[src/rtl/ysyx_22040759_pkg.sv]
// Shared constants and types for the GPR write-back path.
// Source indices double as bit positions in request/grant vectors.
package ysyx_22040759_pkg;

  localparam int REG_AW = 5;
  localparam int XLEN   = 32;

  typedef struct packed {
    logic [REG_AW-1:0] rd;
    logic [XLEN-1:0]   data;
  } wb_req_t;

  typedef enum logic {
    SRC_EXU = 1'b0,
    SRC_LSU = 1'b1
  } src_t;

endpackage

[src/rtl/ysyx_22040759_rr_arb2.sv]
// Two-way round-robin arbiter: on a tie the source that did not win last time
// is granted. Purely combinational; the caller owns the 'last' register.
module ysyx_22040759_rr_arb2
  import ysyx_22040759_pkg::*;
(
  input  logic [1:0] valid,
  input  src_t       last,
  output logic [1:0] grant
);

  always_comb begin
    grant = 2'b00;
    if (valid[SRC_EXU] && (!valid[SRC_LSU] || last == SRC_LSU)) begin
      grant[SRC_EXU] = 1'b1;
    end else if (valid[SRC_LSU]) begin
      grant[SRC_LSU] = 1'b1;
    end
  end

endmodule

[src/rtl/ysyx_22040759_gpr_wb_arb.sv]
// Shares the single GPR write port between EXU and LSU and keeps a per-register
// count of issued-but-not-written-back results for RAW hazard stalls.
module ysyx_22040759_gpr_wb_arb
  import ysyx_22040759_pkg::*;
#(
  parameter int NSRC   = 2,
  parameter int PCNT_W = 2
) (
  input  logic              clk,
  input  logic              rst,
  input  logic              exu_valid,
  output logic              exu_ready,
  input  logic [REG_AW-1:0] exu_rd,
  input  logic [XLEN-1:0]   exu_data,
  input  logic              lsu_valid,
  output logic              lsu_ready,
  input  logic [REG_AW-1:0] lsu_rd,
  input  logic [XLEN-1:0]   lsu_data,
  input  logic              iss_valid,
  output logic              iss_ready,
  input  logic [REG_AW-1:0] iss_rd,
  input  logic [REG_AW-1:0] raddr1,
  input  logic [REG_AW-1:0] raddr2,
  output logic              busy1,
  output logic              busy2,
  output logic              gpr_wen,
  output logic [REG_AW-1:0] gpr_waddr,
  output logic [XLEN-1:0]   gpr_wdata
);

  localparam int NREG = 1 << REG_AW;

  logic [NSRC-1:0]   req_valid;
  logic [NSRC-1:0]   grant;
  wb_req_t           req [NSRC];
  wb_req_t           sel;
  src_t              last_reg;
  src_t              last_next;
  logic              wb_hs;
  logic              iss_hs;
  logic [PCNT_W-1:0] pcnt [NREG];
  logic [NREG-1:1]   inc_vec;
  logic [NREG-1:1]   dec_vec;

  assign req_valid[SRC_EXU] = exu_valid;
  assign req_valid[SRC_LSU] = lsu_valid;
  assign req[SRC_EXU]       = '{rd: exu_rd, data: exu_data};
  assign req[SRC_LSU]       = '{rd: lsu_rd, data: lsu_data};

  ysyx_22040759_rr_arb2 u_arb (
    .valid (req_valid),
    .last  (last_reg),
    .grant (grant)
  );

  // The write port never stalls, so a grant is itself the handshake.
  assign exu_ready = grant[SRC_EXU];
  assign lsu_ready = grant[SRC_LSU];
  assign wb_hs     = |grant;
  assign sel       = grant[SRC_LSU] ? req[SRC_LSU] : req[SRC_EXU];

  always_comb begin
    last_next = last_reg;
    if (wb_hs) begin
      last_next = grant[SRC_LSU] ? SRC_LSU : SRC_EXU;
    end
  end

  always_ff @(posedge clk) begin
    if (rst) begin
      gpr_wen   <= 1'b0;
      gpr_waddr <= '0;
      gpr_wdata <= '0;
      last_reg  <= SRC_LSU;
    end else begin
      gpr_wen  <= wb_hs && (sel.rd != '0);
      last_reg <= last_next;
      if (wb_hs) begin
        gpr_waddr <= sel.rd;
        gpr_wdata <= sel.data;
      end
    end
  end

  assign iss_ready = !((iss_rd != '0) && (pcnt[iss_rd] == '1));
  assign iss_hs    = iss_valid && iss_ready;

  // No bypass: busy reflects the count before this edge's write-back.
  assign busy1 = (raddr1 != '0) && (pcnt[raddr1] != '0);
  assign busy2 = (raddr2 != '0) && (pcnt[raddr2] != '0);

  for (genvar gi = 1; gi < NREG; gi++) begin : g_cnt
    assign inc_vec[gi] = iss_hs && (iss_rd == REG_AW'(gi));
    assign dec_vec[gi] = wb_hs && (sel.rd == REG_AW'(gi));

    a_no_underflow : assert property (@(posedge clk) disable iff (rst)
      !(dec_vec[gi] && !inc_vec[gi] && (pcnt[gi] == '0)));
  end

  always_ff @(posedge clk) begin
    pcnt[0] <= '0;
    for (int i = 1; i < NREG; i++) begin
      if (rst) begin
        pcnt[i] <= '0;
      end else if (inc_vec[i] && !dec_vec[i]) begin
        pcnt[i] <= pcnt[i] + PCNT_W'(1);
      end else if (dec_vec[i] && !inc_vec[i] && (pcnt[i] != '0)) begin
        pcnt[i] <= pcnt[i] - PCNT_W'(1);
      end
    end
  end

endmodule

[config.mk]
export PLATFORM = sky130hd
export DESIGN_NAME = ysyx_22040759_gpr_wb_arb
export DESIGN_NICKNAME = d
export VERILOG_FILES = /design/src/rtl/ysyx_22040759_pkg.sv /design/src/rtl/ysyx_22040759_rr_arb2.sv /design/src/rtl/ysyx_22040759_gpr_wb_arb.sv
export SDC_FILE = /design/constraint.sdc
export NUM_CORES = 1
export LEC_CHECK = 0
export ABC_AREA = 0
export CORE_MARGIN = 1.5
export CORE_UTILIZATION = 59
export CTS_CLUSTER_SIZE = 10
export DETAILED_ROUTE_END_ITERATION = 12
export PLACE_DENSITY = 0.85
export SETUP_SLACK_MARGIN = 0.5
export SYNTH_ARGS = -nofsm -noshare
export SYNTH_HDL_FRONTEND = slang
export SYNTH_SLANG_ARGS = --single-unit
[constraint.sdc]
create_clock -name clk -period 5.4 [get_ports clk]
set_clock_uncertainty 0.2 [all_clocks]
set_input_delay 1.62 -clock clk [delete_from_list [all_inputs] [get_ports clk]]
set_output_delay 1.62 -clock clk [all_outputs]
set_load 0.01 [all_outputs]
# After elaboration in Yosys (flattened, before gate mapping)
# Memory sizes are Yosys's and may differ from the RTL's.
# Cells that the tools add are included.
[word_totals]
reg_bits = 39
mem_bits_rw = 64
out_inout_bits = 43
word_cells = 742
memories = 1
[op_classes]
add_sub_neg = 62
n_eq_ne = 63
mux = 286
bitwise_logic = 62
reduce_logical = 264
[memory_table]
columns = ["name", "depth", "width", "rd", "rd_ports_with_merged_regs", "wr", "line_no", "rtl"]
rows = [
  ["pcnt", 32, 2, 34, 0, 32, "ysyx_22040759_gpr_wb_arb.sv:41", "logic [PCNT_W-1:0] pcnt [NREG];"],
]
[ops]
columns = ["op", "n"]
rows = [
  ["2-to-1 mux 1 bit", 223],
  ["logical AND 1 bit", 161],
  ["== test 5 bit (second input constant)", 32],
  ["2-to-1 mux 2 bit", 62],
  ["== test 5 x 4 -> 1 bit (second input constant)", 16],
  ["nonzero test 2 bit", 33],
  ["logical NOT 1 bit", 64],
  ["adder 2 x 1 -> 2 bit (second input constant)", 31],
  ["OR 1 bit", 62],
  ["subtractor 2 x 1 -> 2 bit (second input constant)", 31],
  ["== test 5 x 3 -> 1 bit (second input constant)", 8],
  ["2-to-1 mux 37 bit", 1],
  ["== test 5 x 2 -> 1 bit (second input constant)", 4],
  ["nonzero test 5 bit", 4],
  ["== test 5 x 1 -> 1 bit (second input constant)", 2],
  ["== test 2 bit (second input constant)", 1],
  ["OR reduction 2 bit", 1],
  ["logical OR 1 bit", 1],
]

# Logic depth before layout (Yosys ltp)
[logic_depth]
word_depth = 14
mapped_depth = 11
depth_no_buf = 7

# Hierarchy
# A second synthesis with hierarchy kept.
[hier_totals]
hier_cells = 949
area_unflattened_um2 = 7815.0
[modules_own_cells]
columns = ["module", "n_inst", "cells_per_inst", "area_per_inst_um2", "seq_area_each_um2"]
rows = [
  ["ysyx_22040759_gpr_wb_arb", 1, 946, 7796.2, 2642.5],
  ["ysyx_22040759_rr_arb2", 1, 3, 18.8, 0.0],
]

# Least setup slack after synthesis
# Ideal clock, no wire load.
[synth_path]
kind = "input to output"
start = "in raddr2[1]"
end = "out busy2"
arrival_time_ns = 3.166
required_time_ns = 3.580
slack_ns = 0.414
cell_stages = 4
path_buffers = 1
path_cell_list = "clkbuf_1 -> mux4_2 -> mux4_2 -> a21oi_1"
[synth_via]
elab_chain_cells = 3
[synth_rtl]
columns = ["element", "line_no", "rtl"]
rows = [
  ["start, declared", "ysyx_22040759_gpr_wb_arb.sv:23", "input logic [REG_AW-1:0] raddr2,"],
  ["memory read (32 x 2 bit)", "-", ""],
  ["nonzero test 2 bit", "ysyx_22040759_gpr_wb_arb.sv:90", "assign busy2 = (raddr2 != '0) && (pcnt[raddr2] != '0);"],
  ["logical AND 1 bit *", "ysyx_22040759_gpr_wb_arb.sv:90", ""],
  ["end, declared", "ysyx_22040759_gpr_wb_arb.sv:25", "output logic busy2,"],
]
# Mark *: on every way between the ends. The rest lies on a longest branch, timed or not.

# Final worst setup path
[layout_path]
start = "in iss_rd[0]"
end = "out iss_ready"
[layout_via]
elab_chain_cells = 4
[layout_rtl]
columns = ["element", "line_no", "rtl"]
rows = [
  ["start, declared", "ysyx_22040759_gpr_wb_arb.sv:21", "input logic [REG_AW-1:0] iss_rd,"],
  ["memory read (32 x 2 bit)", "-", ""],
  ["== test 2 bit", "ysyx_22040759_gpr_wb_arb.sv:85", "assign iss_ready = !((iss_rd != '0) && (pcnt[iss_rd] == '1));"],
  ["logical AND 1 bit *", "ysyx_22040759_gpr_wb_arb.sv:85", ""],
  ["logical NOT 1 bit *", "ysyx_22040759_gpr_wb_arb.sv:85", ""],
  ["end, declared", "ysyx_22040759_gpr_wb_arb.sv:20", "output logic iss_ready,"],
]
# Marked as above.

==> summary by stage <==
Routing
After detailed routing, the average wire length per cell comes to 21.2 um. Before antenna repair, the detailed router went through 6 iterations. The routed layout has 8277 vias. The per-cell via count in the routed design is 6.64.

The number of routed nets with antenna violations is 0. The first routing iteration left 1017 violations. For this run, design rule violations remaining after detail routing come to 0.

Summed over all layers, the routed wires come to 26400 um.

Critical path
Counting buffers and inverters, the worst setup path is 8 cells deep. In this run the worst setup path begins at iss_rd[0]. The type of the worst setup path is primary input to output port. Walking the worst path, the cells encountered are buf_12 -> buf_12 -> mux4_2 -> a22oi_2 -> o211ai_1 -> o21a_2 -> a31oi_4 -> buf_6. Data arrives at the worst endpoint at 3170 ps. In this design, the largest share of critical-path delay is due to compound AO/OA/AOI/OAI gates. For the worst flop-to-flop path, the logic depth is 8. In this design, the stage delay of the slowest critical-path cell is 500 ps. The critical path ends at iss_ready. The worst-path maximum fanout is 7.

The sort of element at the start of the critical path is a primary input. The most numerous cell type found on the critical path is buf_12. The number of buffers and inverters on the critical path is 3. At the worst endpoint, the required time is 3580 ps. The startpoint of the lowest-slack register-to-register path is pcnt[16][1]. In this run the register-to-register setup slack is 2300 ps. The slowest library cell on the worst path is mux4_2. The endpoint of the worst register-to-register path is pcnt[23][0].

The endpoint type of the worst setup path is an output port.

Yosys
The predominant post-synthesis flop cell is edfxtp_1. The async set-reset flop share out of synthesis is 0%. After synthesis the cells add up to 0.00797 mm^2. The count of mapped cells out of synthesis is 917. When the netlist entered floorplanning its net count stood at 1041. The count of flip-flops with a built-in enable after synthesis is 62. Synthesis instantiated 66 different standard cells from the library. The mean area per synthesized cell is 8.70 um^2. The sequential share of the synthesized area is 33.1%. In this run, synthesis produced a sequential element count of 101.

The count of warnings emitted by yosys is 0.

CTS
The clock sink total is 101. The clock edge transition at the registers on the reported setup and hold paths is 70 ps. TritonCTS built the clock tree. The clock latency at the later pin of the worst-skew pair is 350 ps. The root buffer cell is clkbuf_16. The H-tree depth is 3. The total clock buffers created by CTS is 9. The number of buffers on the longest clock path is 2.

Run status
The run finished with clean final reports.

Finish
From synthesis to final layout, the design area changed by 28.5%. The number of nets in the layout is 1188. The fraction of final layout cells with drive strength greater than 1 is 14.4%. For this run, the share of the core covered by cells in the final layout is 77.7%. Leaving out fill and tap cells, the most frequent cells in the layout are clkdlybuf4s50_1, nor2_1, nand2_1, inv_1, mux2i_1. The commonest non-fill, non-tap cell in the layout is clkdlybuf4s50_1. The top register by number of flip-flops is pcnt.

The largest registers in the layout are pcnt x62, gpr_wdata x32, gpr_waddr x5. The register with the most flip-flops in the layout has 62 of them.

Power and ir drop
The power per standard cell area is 211 mW/mm^2. The analysis attributes to cell leakage a power of 3.92 nW. The worst vdd rail ir drop is 0.143 mV.

Timing
Static timing analysis puts the maximum clock frequency at 201 MHz. The final count of pins violating max slew is 0. Setup violations remaining at the end of the flow were counted as 0. Setup repair after global routing could not meet its margin everywhere. The worst-margin pin slew is 952 ps. For the final routed database, the setup TNS stands at 0 ps. The worst path needs 4990 ps of the cycle, external delays included.

Hold is met by 298 ps. Headroom to the max-slew limit came out at 36.1%. The number of hold-slack violations in the final timing report is 0. Once routing completed, OpenROAD measured the worst setup slack at 415 ps. Dividing the final minimum period by the clock period gives 92.3%.

Floorplanning
The starting density of the core is 60.5%. The core region is 0.0132 mm^2. The floorplan step defined a die boundary enclosing 0.0142 mm^2. The floorplan step set the die width to 119 um. The die boundary height is 119 um. The initialized floorplan defines 42 standard-cell rows. The number of top-level pins is 137.

GRT
For this run the aggregate overflow at the end of global routing stands at 0. The first global-routing pass estimated 40900 um of wire. The number of antenna violations at the first check in global routing came to 1. The pin count of the biggest net entering global routing is 65. The number of global-route vias before repair is 7871. The total global routing track utilization is 36.7%.

Place
Timing analysis after detailed placement gives a worst setup slack of -522 ps. During placement, the flow inserted port buffers numbering 136. The detailed placer's ending HPWL is 19400 um. The congestion estimate from routability-driven global placement came to 1.01.

Job
Across the run, the number of max-cap violations was 0.

Min path
The class of the worst hold path is register to register.
-- where the power goes --
| group | switching (mW) | total [mW] | internal [mW] |
|---|---|---|---|
| sequential | 0.0412 | 0.904 | 0.863 |
| combinational | 0.290 | 0.566 | 0.275 |
| clock | 0.327 | 0.689 | 0.362 |
| total | 0.658 | 2.16 | 1.50 |
-- cell families after synthesis --
logic type / synth area share, %
fa+ha+maj: 4.71
mux: 15.0
flops: 33.1
compound gates: 20.1
buf+inv: 7.37
simple gates: 19.7
-- synth_stat cells (19+ instances only) --
library cell	instances	area share [%]
clkbuf_1	30	1.4
nand3_1	43	2.7
a21oi_1	64	4.0
o21ai_0	28	1.8
mux2i_1	64	8.0
nor3_1	19	1.2
nand2_1	82	3.9
mux4_2	20	5.6
ha_1	30	4.7
nor2_1	102	4.8
a211oi_1	44	4.1
edfxtp_1	62	23
inv_1	68	3.2
dfxtp_1	39	9.8
-- cell type report --
cell class	count	area, um^2
Timing Repair Buffer	202	1990
Inverter	70	265
Fill cell	934	2940
Clock inverter	5	42.5
Antenna cell	1	2.50
Clock buffer	11	264
Sequential cell	101	2640
Multi-Input combinational cell	680	4820
Tap cell	176	220
-- routing by layer --
| metal | up-vias | track usage, % | wire length, um |
|---|---|---|---|
| met1 | 3820 | 45.7 | 9820 |
| li1 | 3713 | - | - |
| met2 | 602 | 59.5 | 12100 |
| met5 | - | 0 | 0 |
| met3 | 142 | 7.66 | 2940 |
| met4 | 0 | 20.7 | 1580 |
-- worst reg2reg max path: stages, from the launching register on --
cell and delay [ps]:
edfxtp_1 470, mux4_2 490, a22oi_2 190, o211ai_1 150
buf_4 150, buf_4 120, o21ai_2 190, nand2_1 340
o311ai_1 460
-- worst min-delay path by stage --
| stage | from | endpoint | slack (ps) | depth (start not counted) |
|---|---|---|---|---|
| floorplan | last_reg | last_reg | 310 | 3 |
| global placement | gpr_waddr[4] | gpr_waddr[4] | 280 | 2 |
| detailed placement | gpr_waddr[4] | gpr_waddr[4] | 280 | 2 |
| CTS | gpr_waddr[4] | gpr_waddr[4] | 300 | 2 |
| global route | gpr_waddr[0] | gpr_waddr[0] | 340 | 2 |
| finish | gpr_waddr[4] | gpr_waddr[4] | 300 | 2 |
-- per-stage QoR --
stage | power, mW | area (um^2) | cells
2_1_floorplan | 1.20 | 7980 | 917
3_3_place_gp | 1.44 | 9720 | 1220
4_1_cts | 2.13 | 10200 | 1245
6_report | 2.16 | 10200 | 1246
3_5_place_dp | 1.45 | 9720 | 1220
5_1_grt | 2.22 | 10200 | 1246
-- what timing repair did --
item	4_1_cts	5_1_grt
gates resized for setup	64	11
setup buffers	6	0
setup endpoints to repair	3	2
hold buffers	0	0
cloned	3	0
pin swaps	9	3
(Power assumes the default switching activity.)
